`config.mk`:
```
export PLATFORM = sky130hd
export DESIGN_NAME = soundmix_dsm
export DESIGN_NICKNAME = d
export VERILOG_FILES = /design/src/rtl/sound_pkg.sv /design/src/rtl/soundmix_dcblock.sv /design/src/rtl/soundmix_dsm.sv
export SDC_FILE = /design/constraint.sdc
export NUM_CORES = 1
export LEC_CHECK = 0
export BUFFER_PORTS_ARGS = -buffer_cell sky130_fd_sc_hd__buf_2
export CORE_UTILIZATION = 50
export CTS_BUF_LIST = sky130_fd_sc_hd__clkbuf_16
export CTS_CLUSTER_DIAMETER = 80
export DETAILED_ROUTE_END_ITERATION = 10
export PLACE_DENSITY = 0.81
export SKIP_LAST_GASP = 1
export SLEW_MARGIN = 10
export SYNTH_ARGS = -nofsm -noshare
export SYNTH_HDL_FRONTEND = slang
export SYNTH_SLANG_ARGS = --single-unit
```
`constraint.sdc`:
```
create_clock -name clk -period 4.7 [get_ports clk]
set_input_delay 0.235 -clock clk [delete_from_list [all_inputs] [get_ports clk]]
set_output_delay 0.235 -clock clk [all_outputs]
set_load 0.02 [all_outputs]
```
`src/rtl/sound_pkg.sv`:
```
// Shared constants and types for the sound path: mix weights, midpoint and
// the sample type used by the mixer, the DC blocker and the modulator.
package sound_pkg;
  localparam int MIX_W    = 10;
  localparam int W_TIMER  = 64;
  localparam int W_BEEPER = 64;
  localparam int W_TAPE   = 32;
  localparam int MIX_MID  = 512;

  typedef logic [MIX_W-1:0] mix_t;
endpackage

```
`src/rtl/soundmix_dcblock.sv`:
```
// First-order DC blocker. A leaky integrator of the sample difference keeps
// 8 fractional bits, and the output is re-centred on MIX_MID and clamped to the
// unsigned sample range. It is used only when SOUNDMIX_DCBLOCK_EN is defined.
module soundmix_dcblock
  import sound_pkg::*;
#(
  parameter int MIX_W = sound_pkg::MIX_W,
  parameter int DC_K  = 8
) (
  input  logic             clk,
  input  logic             reset_n,
  input  logic [MIX_W-1:0] i_x,
  input  logic             i_vld,
  output logic [MIX_W-1:0] o_y,
  output logic             o_vld
);
  localparam int ACC_W = 20;
  localparam logic signed [ACC_W-1:0] MID_S = ACC_W'(MIX_MID);

  // Clamp a signed value into [0, 2^MIX_W-1].
  function automatic logic [MIX_W-1:0] sat_u(input logic signed [ACC_W-1:0] v);
    if (v[ACC_W-1])
      return '0;
    else if (v[ACC_W-2:MIX_W] != '0)
      return '1;
    else
      return v[MIX_W-1:0];
  endfunction

  logic [MIX_W-1:0]        r_xprev;
  logic signed [ACC_W-1:0] r_yacc;
  logic [MIX_W-1:0]        r_y;
  logic                    r_vld;

  logic signed [MIX_W:0]   w_diff;
  logic signed [ACC_W-1:0] w_diff_ext;
  logic signed [ACC_W-1:0] w_acc_nxt;
  logic signed [ACC_W-1:0] w_centred;

  assign w_diff     = $signed({1'b0, i_x}) - $signed({1'b0, r_xprev});
  assign w_diff_ext = {{(ACC_W-MIX_W-1){w_diff[MIX_W]}}, w_diff};
  assign w_acc_nxt  = r_yacc + (w_diff_ext <<< 8) - (r_yacc >>> DC_K);
  assign w_centred  = (w_acc_nxt >>> 8) + MID_S;

  // Integrate on each new sample and register the re-centred, clamped output.
  always_ff @(posedge clk or negedge reset_n) begin
    if (!reset_n) begin
      r_xprev <= '0;
      r_yacc  <= '0;
      r_y     <= '0;
      r_vld   <= 1'b0;
    end else begin
      r_vld <= i_vld;
      if (i_vld) begin
        r_xprev <= i_x;
        r_yacc  <= w_acc_nxt;
        r_y     <= sat_u(w_centred);
      end
    end
  end

  assign o_y   = r_y;
  assign o_vld = r_vld;
endmodule

```
`src/rtl/soundmix_dsm.sv`:
```
// Sound back end: weighted mix of AY level, 8253 timer outputs, beeper and
// tape-in into one unsigned sample per ce, then a first-order sigma-delta
// modulator that produces a 1-bit stream on every clock.
// Optional feature: define SOUNDMIX_DCBLOCK_EN to insert the DC blocker
// (latency 2, silence sits at mid-scale). Without it, latency is 1 and the
// sample is the raw mix.
module soundmix_dsm
  import sound_pkg::*;
#(
  parameter int MIX_W = sound_pkg::MIX_W,
  parameter int DC_K  = 8
) (
  input  logic             clk,
  input  logic             reset_n,
  input  logic             ce,
  input  logic [7:0]       ay_sound,
  input  logic [2:0]       timer_out,
  input  logic             beeper,
  input  logic             tape_in,
  input  logic             mute,
  output logic [MIX_W-1:0] mix_out,
  output logic             mix_valid,
  output logic             dsm_out
);
  logic [1:0]       w_pop;
  logic [MIX_W-1:0] w_x;
  logic [MIX_W:0]   w_sum;
  logic [MIX_W-1:0] r_acc;
  logic             r_dsm;

  assign w_pop = 2'(timer_out[0]) + 2'(timer_out[1]) + 2'(timer_out[2]);
  assign w_x   = mute ? '0 :
                 MIX_W'(ay_sound)
               + MIX_W'(W_TIMER) * MIX_W'(w_pop)
               + MIX_W'(W_BEEPER) * MIX_W'(beeper)
               + MIX_W'(W_TAPE) * MIX_W'(tape_in);

`ifdef SOUNDMIX_DCBLOCK_EN
  logic [MIX_W-1:0] r_x;
  logic             r_xvld;
  logic [MIX_W-1:0] w_y;
  logic             w_yvld;

  // Capture the raw mix; the DC blocker consumes it on the following clock.
  always_ff @(posedge clk or negedge reset_n) begin
    if (!reset_n) begin
      r_x    <= '0;
      r_xvld <= 1'b0;
    end else begin
      r_xvld <= ce;
      if (ce)
        r_x <= w_x;
    end
  end

  soundmix_dcblock #(
    .MIX_W (MIX_W),
    .DC_K  (DC_K)
  ) u_dcblock (
    .clk     (clk),
    .reset_n (reset_n),
    .i_x     (r_x),
    .i_vld   (r_xvld),
    .o_y     (w_y),
    .o_vld   (w_yvld)
  );

  assign mix_out   = w_y;
  assign mix_valid = w_yvld;
`else
  logic [MIX_W-1:0] r_mix;
  logic             r_vld;
  logic             w_unused_dck;

  // DC_K only matters when the blocker is built in.
  assign w_unused_dck = (DC_K != 0);

  // Register the raw mix on each ce; valid pulses for one clock per ce.
  always_ff @(posedge clk or negedge reset_n) begin
    if (!reset_n) begin
      r_mix <= '0;
      r_vld <= 1'b0;
    end else begin
      r_vld <= ce;
      if (ce)
        r_mix <= w_x;
    end
  end

  assign mix_out   = r_mix;
  assign mix_valid = r_vld;
`endif

  // The carry out of the wrap-around accumulator is the output bit, so the
  // ones density is exactly mix_out / 2^MIX_W.
  assign w_sum = {1'b0, r_acc} + {1'b0, mix_out};

  // Modulator runs every clock, independent of ce.
  always_ff @(posedge clk or negedge reset_n) begin
    if (!reset_n) begin
      r_acc <= '0;
      r_dsm <= 1'b0;
    end else begin
      r_acc <= w_sum[MIX_W-1:0];
      r_dsm <= w_sum[MIX_W];
    end
  end

  assign dsm_out = r_dsm;
endmodule

```
; After elaboration in Yosys (flattened, before gate mapping)
; Index checks and enable logic that the tools add are counted.
[word_totals]
register_bits = 22
inputBits = 17
output_inout_bits = 12
word_cells = 11
[classes]
n_addsub = 6
mux = 1
[ops]
columns = cell, count
row1 = 10-bit by 10-bit adder with 11-bit output, 1
row2 = 10-bit by 6-bit adder with 10-bit output, 1
row3 = 9-bit by 7-bit adder with 10-bit output, 1
row4 = 10-bit 2-to-1 mux, 1
row5 = 8-bit by 8-bit adder with 9-bit output, 1
row6 = 1-bit by 1-bit adder with 2-bit output, 1
row7 = 2-bit by 1-bit adder with 2-bit output, 1

; Logic depth before layout (Yosys ltp)
; Gate-level depths: netlist (run 1).
[depth]
word_depth = 6
mapped_depth = 10
ltp_nobuf = 10

; Worst setup path after synthesis (run 1)
; Ideal clock, no wire load.
[synth_timing]
path_type = in2reg
startpoint = in timer_out[0]
endpoint = reg r_mix[8] (netlist: mix_out[8])
cell_stages = 10
path_buffers = 0
arrival_ns = 2.350
setup_slack_ns = 2.225
cell_sequence = inv_1 -> fa_1 -> inv_1 -> fa_1 -> ha_1 -> inv_1 -> fa_1 -> xor2_1 -> nor2_1 -> mux2_2
[synth_via]
elab_chain_len = 6
[synth_rtl]
columns = item, line
row1 = start: declaration, soundmix_dsm.sv:17  ; input logic [2:0] timer_out,
row2 = 1-bit by 1-bit adder with 2-bit output, soundmix_dsm.sv:31  ; assign w_pop = 2'(timer_out[0]) + 2'(timer_out[1]) + 2'(timer_out[2]);
row3 = 2-bit by 1-bit adder with 2-bit output, soundmix_dsm.sv:31
row4 = 8-bit by 8-bit adder with 9-bit output, soundmix_dsm.sv:34  ; + MIX_W'(W_TIMER) * MIX_W'(w_pop)
row5 = 9-bit by 7-bit adder with 10-bit output, soundmix_dsm.sv:35  ; + MIX_W'(W_BEEPER) * MIX_W'(beeper)
row6 = 10-bit by 6-bit adder with 10-bit output, soundmix_dsm.sv:36  ; + MIX_W'(W_TAPE) * MIX_W'(tape_in);
row7 = 10-bit 2-to-1 mux, soundmix_dsm.sv:32  ; assign w_x = mute ? '0 :
row8 = end signal: assignment, soundmix_dsm.sv:86  ; r_mix <= w_x;
row9 = end: declaration, soundmix_dsm.sv:71  ; logic [MIX_W-1:0] r_mix;
; Every way passes these cells.
; A chain may end at the register's enable or synchronous reset.

; Worst setup path in the final report (run 1)
; Ends and elaborated chain as after synthesis.

==> out/metrics.yaml, run 1 <==
status:
  status: "finished clean"
yosys:
  synth_ff_type: "dfrtp_1"
  yosysMostFrequentCell: "dfrtp_1"
  synth_warnings: 0
  synth-simple-area-share: 0.107
  synth_fa_ha_area_frac: 0.197
  synth_cell_types: 27
  synthXorXnorAreaFrac: 0.0608
  synth_edf_count: 0
  synth-async-reset-ratio: 1.00
  syn_area_sq_mm: 0.00130
  synth_compound_area_frac: 0.133
  synth_nets: 157
  yosysTopAreaCellShare: 0.424
  synth.area.top_cells: "dfrtp_1 42%, ha_1 14%, fa_1 6.2%"
  yosysTopAreaCell: "dfrtp_1"
  ys_seq_area_frac: 0.424
  synth_top_family_by_area: "adder cells"
  synthCells: 122
  avgSynthCellArea_sq_um: 10.6
  synthMuxAreaShare: 0.0174
  synth.top_cells.by_count: "22 x dfrtp_1, 19 x inv_1, 14 x ha_1, 10 x o21ai_0, 8 x nand3b_1"
  yosys_register_bits: 22
setup_path:
  crit_buf_inv: 4
  start_kind: "input pin"
  worst_ep_required_time_ns: 4.84
  arrival_ns: 2.57
  critPathKind: "in2reg"
  crit_slowest_cell: "fa_1"
  path_cells: "buf_2 > inv_1 > fa_1 > inv_1 > fa_1 > ha_1 > inv_1 > fa_1 > xor2_1 > nor2_1 > mux2_2"
  worst-path-max-fanout: 2
  critPathTopFamily: "adder cells"
  crit_path_max_incr_delay_ns: 0.53
  worstSetupEndpointType: "flop"
route:
  finalWirelength_mm: 2.50
  drc_errors: 0
  drt_iter0_drc: 13
  antenna_left: 0
  wl_per_cell_microns: 13.7
  dr.pass1.iters: 6
  vias: 942
  routed_via_density: 5.18
clocking:
  holdBufCountCts: 1
  htreeDepth: 1
  clock_latency_ns: 0.25
  post_cts_buffers: 0
  cts.sinks: 22
  tritoncts: "done"
  clockBufferDepth: 2
  root_buffer: "clkbuf_16"
  numCtsBuffers: 3
  ctsResizeCount: 0
  path_clk_slew_ns: 0.06
sta:
  grt_setup_unrepaired: "no"
  drv_slew: 0
  worst_pin_slew_ns: 0.486
  setup_viol: 0
  fin_worst_skew_ns: 0.00124
  max_freq_mhz: 411
  finalCritPeriodShare: 0.518
  hold_viol: 0
  timing.slew.headroom: 0.676
  setup_ws_ns: 2.27
  min_period_ns: 2.43
  setup_tns_ns: 0
power_and_ir_drop:
  powerDensity_mw_per_mm2: 521
  ir_worst_vdd_mv: 0.251
  power.total_mw: 0.809
  p_leak_nw: 0.813
place:
  hpwl_mm: 1.90
  place_congestion: 0.799
  io_buffers: 28
  dpl.cell_count: 178
  post-place-ws_ns: 1.99
  dpl_cell_area_sq_mm: 0.00147
finish:
  regArea_sq_um: 551
  diodes: 0
  stdcell_area_sq_mm: 0.00155
  fin_nets: 189
  multi_input_area_sq_um: 668
  final_cells: 182
  area_growth_pct: 19.7
  fillCellCount: 199
  drive_above_1_share: 0.243
global_route:
  grt_max_degree: 23
  grt_pass1_wl_mm: 4.27
  grt_overflow: 0
  grtUsageTotal: 0.216
  antenna_found_initial: 0
  grt_pass1_vias: 1001
die:
  die_y_microns: 52.9
  initial_utilization: 0.529
  die_w_microns: 52.9
  io_pins: 29
  row_count: 18
  core_area_sq_mm: 0.00245
  die_area_sq_mm: 0.00280
hold_path:
  hp-class: "in2reg"
job:
  drv_cap: 0
[final timing paths]
path,depth (start not counted),from,slack [ns],to
worst min-delay path,3,ay_sound[4],0.21,mix_out[4]
max in group asynchronous,2,reset_n,3.90,r_acc[9]
worst max-delay path,11,timer_out[0],2.27,mix_out[8]
worst max register to register,8,mix_out[0],2.83,r_acc[8]
min in group asynchronous,2,reset_n,0.47,mix_out[3]
worst min register to register,1,r_acc[0],0.47,r_acc[0]
[stage by stage]
step                hold WS [ns]  utilization
floorplan                -0.0606            -
global placement           0.223        0.598
detailed placement         0.223        0.598
CTS                        0.211        0.633
global route               0.247        0.633
finish                     0.210        0.633
[state kept, by name, summed over array words and instances (netlist names)]
| register | flops |
|---|---|
| mix_valid | 1 |
| r_acc | 10 |
| dsm_out | 1 |
| mix_out | 10 |
[cell type report]
class,instances,area share
clock buffers,3,0.0483
inverters,19,0.0459
multi-input cells,79,0.430
flip-flops and latches,22,0.355
well taps,30,0.0242
repair buffers,29,0.0967
[tightest hold or removal path, stage by stage]
cell and delay [ns]:
buf_2 0.07, nand3b_1 0.06, o21ai_0 0.06
[power breakdown]
part           leakage, nW  switching, mW  internal, mW
clock network       0.0370         0.0643         0.112
registers            0.273         0.0270         0.252
logic                0.503          0.191         0.162
[cells by family (layout without fill, tap and decap cells)]
group	count (synthesis)	in the layout
AOI/OAI and AO/OA	27	27
xor gates and xnor gates	9	9
adders and majority gates	18	18
buffers and inverters	21	51
DFF	22	22
muxes	2	2
and+or+nand+nor	23	23
[placed cells by master, fill, tap and decap left out]
cell           count
clkbuf_16          3
o21a_1             2
inv_1             19
nand2b_1           2
a21oi_1            7
mux2_2             2
nand2_1            2
or2_2              1
fa_1               4
dfrtp_1           22
ha_1              14
nor2_1             4
a211oi_2           1
nand3b_1           8
a31o_1             1
xnor2_1            6
and3_2             1
xor2_1             3
and2_1             1
buf_2             28
a31oi_1            1
dlygate4sd3_1      1
o22ai_1            1
nor3_1             1
o21ai_0           10
nor2b_1            1
o41ai_2            1
and3_1             2
a21o_1             3
[metal layers]
layer / vias to the layer above / track usage / routed length, microns
li1: 472 / - / -
met1: 444 / 0.265 / 1130
met2: 22 / 0.378 / 1280
met3: 4 / 0.0287 / 62
met4: 0 / 0.0921 / 34
met5: - / 0 / 0
(Power assumes the default switching activity.)
==> run 2, diff against run 1 <==
- CORE_UTILIZATION: 50 -> 48
- clock period: 4.7 -> 2.05 ns (I/O delays scaled with it)
==> run 2 against run 1 <==
Net effect:
- the flow now finishes with violations (negative setup slack)
- combinational power is 140% higher
- utilization down 0.50 points
- global-route usage rose by 0.81 points
- cell area grew 1.9%
- register-to-register slack worse by 2.7 ns
- first-iteration DRC count rose by 54%
- wire length grew 5.7%
- sequential share of layout area decreased by 0.67 points
- setup slack worse by 2.4 ns
- critical path type unchanged
- largest cell class unchanged
- largest power group unchanged
- highest routed layer unchanged
==> out/metrics.yaml, run 2 (synthesis results as in run 1) <==
setup_path:
  worstSetupEndpointType: "flop"
  critPathKind: "in2reg"
  start_kind: "input pin"
  cp-startpoint: "timer_out[2]"
  r2r_cells: 6
  r2r-start: "mix_out[3]"
  worst_ep_required_time_ns: 2.19
  arrival_ns: 2.30
  r2r-end: "r_acc[9]"
  reg2reg_slack_ns: 0.12
  worst-path-max-fanout: 2
sta:
  finalCritPeriodShare: 1.05
  setup_ws_ns: -0.110
  setup_viol: 2
  worst_pin_slew_ns: 0.474
  setup_tns_ns: -0.217
  min_period_ns: 2.16
  hold_viol: 0
  whs_ns: 0.0845
  drv_slew: 0
  fin_worst_skew_ns: 0.00293
  timing.slew.headroom: 0.684
  max_freq_mhz: 463
  grt_setup_unrepaired: "yes"
global_route:
  grt_pass1_wl_mm: 4.53
  antenna_found_initial: 0
  grt_max_degree: 23
  grtUsageTotal: 0.225
  grt_use_met3: 0.0367
  grtUsageMet2: 0.414
  met1_usage: 0.244
  grt_overflow: 0
  busiest_layer: "met2"
  grt_pass1_vias: 1061
route:
  drc_errors: 0
  vias: 975
  routed_via_density: 5.33
  antenna_left: 0
  dr.pass1.iters: 4
  wl_per_cell_microns: 14.4
  drt_iter0_drc: 20
  finalWirelength_mm: 2.64
status:
  violations: "negative setup slack"
  status: "finished, violations left"
power_and_ir_drop:
  ir_worst_vdd_mv: 0.699
  powerDensity_mw_per_mm2: 1190
  p_leak_nw: 0.820
  power.total_mw: 1.88
die:
  row_count: 18
  io_pins: 29
  die_y_microns: 54.0
  core_area_sq_mm: 0.00252
  die_w_microns: 54.0
  initial_utilization: 0.514
  die_area_sq_mm: 0.00291
clocking:
  htreeDepth: 1
  clock_latency_ns: 0.25
  path_clk_slew_ns: 0.06
  root_buffer: "clkbuf_16"
  tritoncts: "done"
  cts.sinks: 22
  clockBufferDepth: 2
  numCtsBuffers: 3
finish:
  regArea_sq_um: 551
  final_cell_mix: "27 x buf_2, 22 x dfrtp_1, 17 x inv_1"
  fillCellCount: 213
  fin_util: 0.627
  diodes: 0
  drive_above_1_share: 0.268
  layout_commonest_cell: "buf_2"
  stdcell_area_sq_mm: 0.00158
  area_growth_pct: 22.0
  fin_nets: 189
  final_cells: 183
  multi_input_area_sq_um: 677
hold_path:
  hold_depth: 3
  hold_start: "ay_sound[4]"
  holdPathEnd: "mix_out[4]"
  hp-class: "in2reg"
place:
  hpwl_mm: 1.98
  place_congestion: 0.808
  dpl_cell_area_sq_mm: 0.00148
  post-place-ws_ns: -0.467
  io_buffers: 28
  dpl.cell_count: 178
job:
  drv_cap: 0
-- run 2: final cells by class --
class	instances	area share
multi-input combinational	79	0.428
sequential	22	0.348
timing repair buffer	29	0.101
inverter	19	0.0498
clock buffer	3	0.0474
tap	30	0.0237
clock inverter	1	0.00237
-- run 2: report_power, final --
| part | leakage [nW] | internal, mW | switching (mW) |
|---|---|---|---|
| sequential | 0.273 | 0.578 | 0.0593 |
| clock | 0.0385 | 0.260 | 0.148 |
| combinational | 0.508 | 0.381 | 0.453 |
| total | 0.820 | 1.22 | 0.660 |
-- run 2: how the worst max path moves through the flow --
stage	slack (ns)	to	cells past startpoint
after floorplan	-0.24	mix_out[7]	9
after global placement	-0.40	mix_out[7]	10
after detailed placement	-0.47	mix_out[7]	10
after CTS	-0.11	mix_out[7]	10
after global routing	-0.16	mix_out[8]	11
final	-0.11	mix_out[7]	10
-- run 2: routing by layer --
| metal | part of all wire | vias to the layer above | wire length (microns) |
|---|---|---|---|
| li1 | - | 473 | - |
| met1 | 0.41 | 466 | 1080 |
| met2 | 0.54 | 32 | 1420 |
| met3 | 0.040 | 4 | 107 |
| met4 | 0.014 | 0 | 38 |
| met5 | 0 | - | 0 |
-- run 2: timing repair --
item	4_1_cts	5_1_grt
buffers inserted	0	0
gates cloned	0	0
resized for setup	3	0
setup endpoints to repair	2	2
endpoints found under the hold margin	22	0
pin swaps	3	1
hold buffers	1	0
-- run 2: critical path, stage by stage --
cell,delay [ns]
buf_8,0.08
inv_8,0.02
fa_1,0.52
inv_1,0.05
fa_1,0.50
ha_2,0.19
inv_2,0.04
fa_2,0.50
nor2_1,0.04
mux2_4,0.25
==> run 3, diff against run 2 <==
- SETUP_SLACK_MARGIN: not set -> 0.2
==> run 3 against run 2 <==
Net effect:
- the run still ends with negative setup slack left
- flip-flop and latch count is the same
- register-to-register slack improved by 0.14 ns
- non-clock buffer count grew 7
- critical path depth did not move
==> out/metrics.yaml, run 3 (synthesis results as in run 1) <==
status:
  status: "finished, violations left"
  violations: "negative setup slack"
clocking:
  root_buffer: "clkbuf_16"
  numCtsBuffers: 3
  htreeDepth: 1
  path_clk_slew_ns: 0.06
  clock_latency_ns: 0.25
  cts.sinks: 22
  clockBufferDepth: 2
  tritoncts: "done"
setup_path:
  reg2reg_slack_ns: 0.26
  arrival_ns: 2.30
  critPathKind: "in2reg"
  r2r-start: "mix_out[0]"
  r2r-end: "dsm_out"
  r2r_cells: 8
  worst-path-max-fanout: 2
  start_kind: "input pin"
  worstSetupEndpointType: "flop"
  worst_ep_required_time_ns: 2.19
die:
  io_pins: 29
  die_w_microns: 54.0
  row_count: 18
  initial_utilization: 0.514
  die_area_sq_mm: 0.00291
  die_y_microns: 54.0
  core_area_sq_mm: 0.00252
global_route:
  grt_overflow: 0
  grt_pass1_wl_mm: 4.66
  antenna_found_initial: 0
  grt_pass1_vias: 1092
  grt_max_degree: 23
  grtUsageTotal: 0.232
finish:
  fin_util: 0.668
  final_cells: 190
  final_cell_mix: "27 x buf_2, 22 x dfrtp_1, 16 x inv_1"
  diodes: 0
  drive_above_1_share: 0.344
  regArea_sq_um: 551
  fillCellCount: 192
  fin_nets: 196
  multi_input_area_sq_um: 726
  layout_commonest_cell: "buf_2"
  area_growth_pct: 29.8
sta:
  fin_worst_skew_ns: 0.00143
  hold_viol: 0
  grt_setup_unrepaired: "yes"
  setup_ws_ns: -0.109
  max_freq_mhz: 463
  worst_pin_slew_ns: 0.483
  drv_slew: 0
  timing.slew.headroom: 0.678
  min_period_ns: 2.16
  finalCritPeriodShare: 1.05
  setup_viol: 2
hold_path:
  hp-class: "in2reg"
  hold_start: "ay_sound[4]"
  holdPathEnd: "mix_out[4]"
  hold_depth: 3
place:
  dpl.cell_count: 178
  io_buffers: 28
  place_congestion: 0.808
  hpwl_mm: 1.98
power_and_ir_drop:
  power.total_mw: 2.03
  powerDensity_mw_per_mm2: 1200
  p_leak_nw: 0.852
  ir_worst_vdd_mv: 0.753
job:
  drv_cap: 0
route:
  wl_per_cell_microns: 15.6
  antenna_left: 0
  routed_via_density: 5.42
  dr.pass1.iters: 4
  drc_errors: 0
  drt_iter0_drc: 19
  finalWirelength_mm: 2.96
  vias: 1030
run 3: final cells by class:
type | instances | share of cell area
multi-input cells | 79 | 0.431
flip-flops and latches | 22 | 0.327
repair buffers | 36 | 0.126
inverters | 19 | 0.0468
clock buffers | 3 | 0.0446
well taps | 30 | 0.0223
clock inverters | 1 | 0.00223
run 3: repair_timing:
| item | 4_1_cts | 5_1_grt |
|---|---|---|
| cloned | 0 | 0 |
| setup endpoints to repair | 6 | 6 |
| resized for setup | 10 | 0 |
| endpoints found under the hold margin | 22 | 0 |
| buffers inserted | 3 | 4 |
| pin swaps | 9 | 6 |
| hold buffers | 1 | 0 |
run 3: worst max-delay path, stage by stage:
cell	delay, ns
buf_8	0.08
inv_8	0.02
fa_1	0.52
inv_1	0.05
fa_1	0.50
ha_2	0.19
inv_2	0.04
fa_2	0.50
nor2_1	0.04
mux2_4	0.25
run 3: how the worst max path moves through the flow:
stage	to	slack (ns)	startpoint
2_1_floorplan	mix_out[7]	-0.24	timer_out[2]
3_3_place_gp	mix_out[7]	-0.40	timer_out[2]
3_5_place_dp	mix_out[7]	-0.47	timer_out[2]
4_1_cts	mix_out[7]	-0.11	timer_out[2]
5_1_grt	mix_out[8]	-0.16	timer_out[2]
6_report	mix_out[7]	-0.11	timer_out[2]
run 3: metrics by stage:
stage	setup WS (ns)	area, sq um	hold slack (ns)	setup TNS (ns)
floorplan	-0.240	1310	-0.193	-0.454
global placement	-0.405	1480	0.0901	-0.794
detailed placement	-0.467	1480	0.0911	-0.932
CTS	-0.113	1650	0.0855	-0.215
global route	-0.163	1680	0.115	-0.310
finish	-0.109	1680	0.0837	-0.213
run 3: report_power, final:
group | switching (mW) | leakage, nW | internal (mW)
clock | 0.153 | 0.0385 | 0.260
sequential | 0.0771 | 0.273 | 0.578
combinational | 0.496 | 0.541 | 0.463
run 3: layer usage:
| metal | track usage | up-vias | part of all wire |
|---|---|---|---|
| li1 | - | 487 | - |
| met5 | 0 | - | 0 |
| met4 | 0.120 | 0 | 0.032 |
| met2 | 0.426 | 33 | 0.53 |
| met3 | 0.0367 | 12 | 0.033 |
| met1 | 0.253 | 498 | 0.40 |
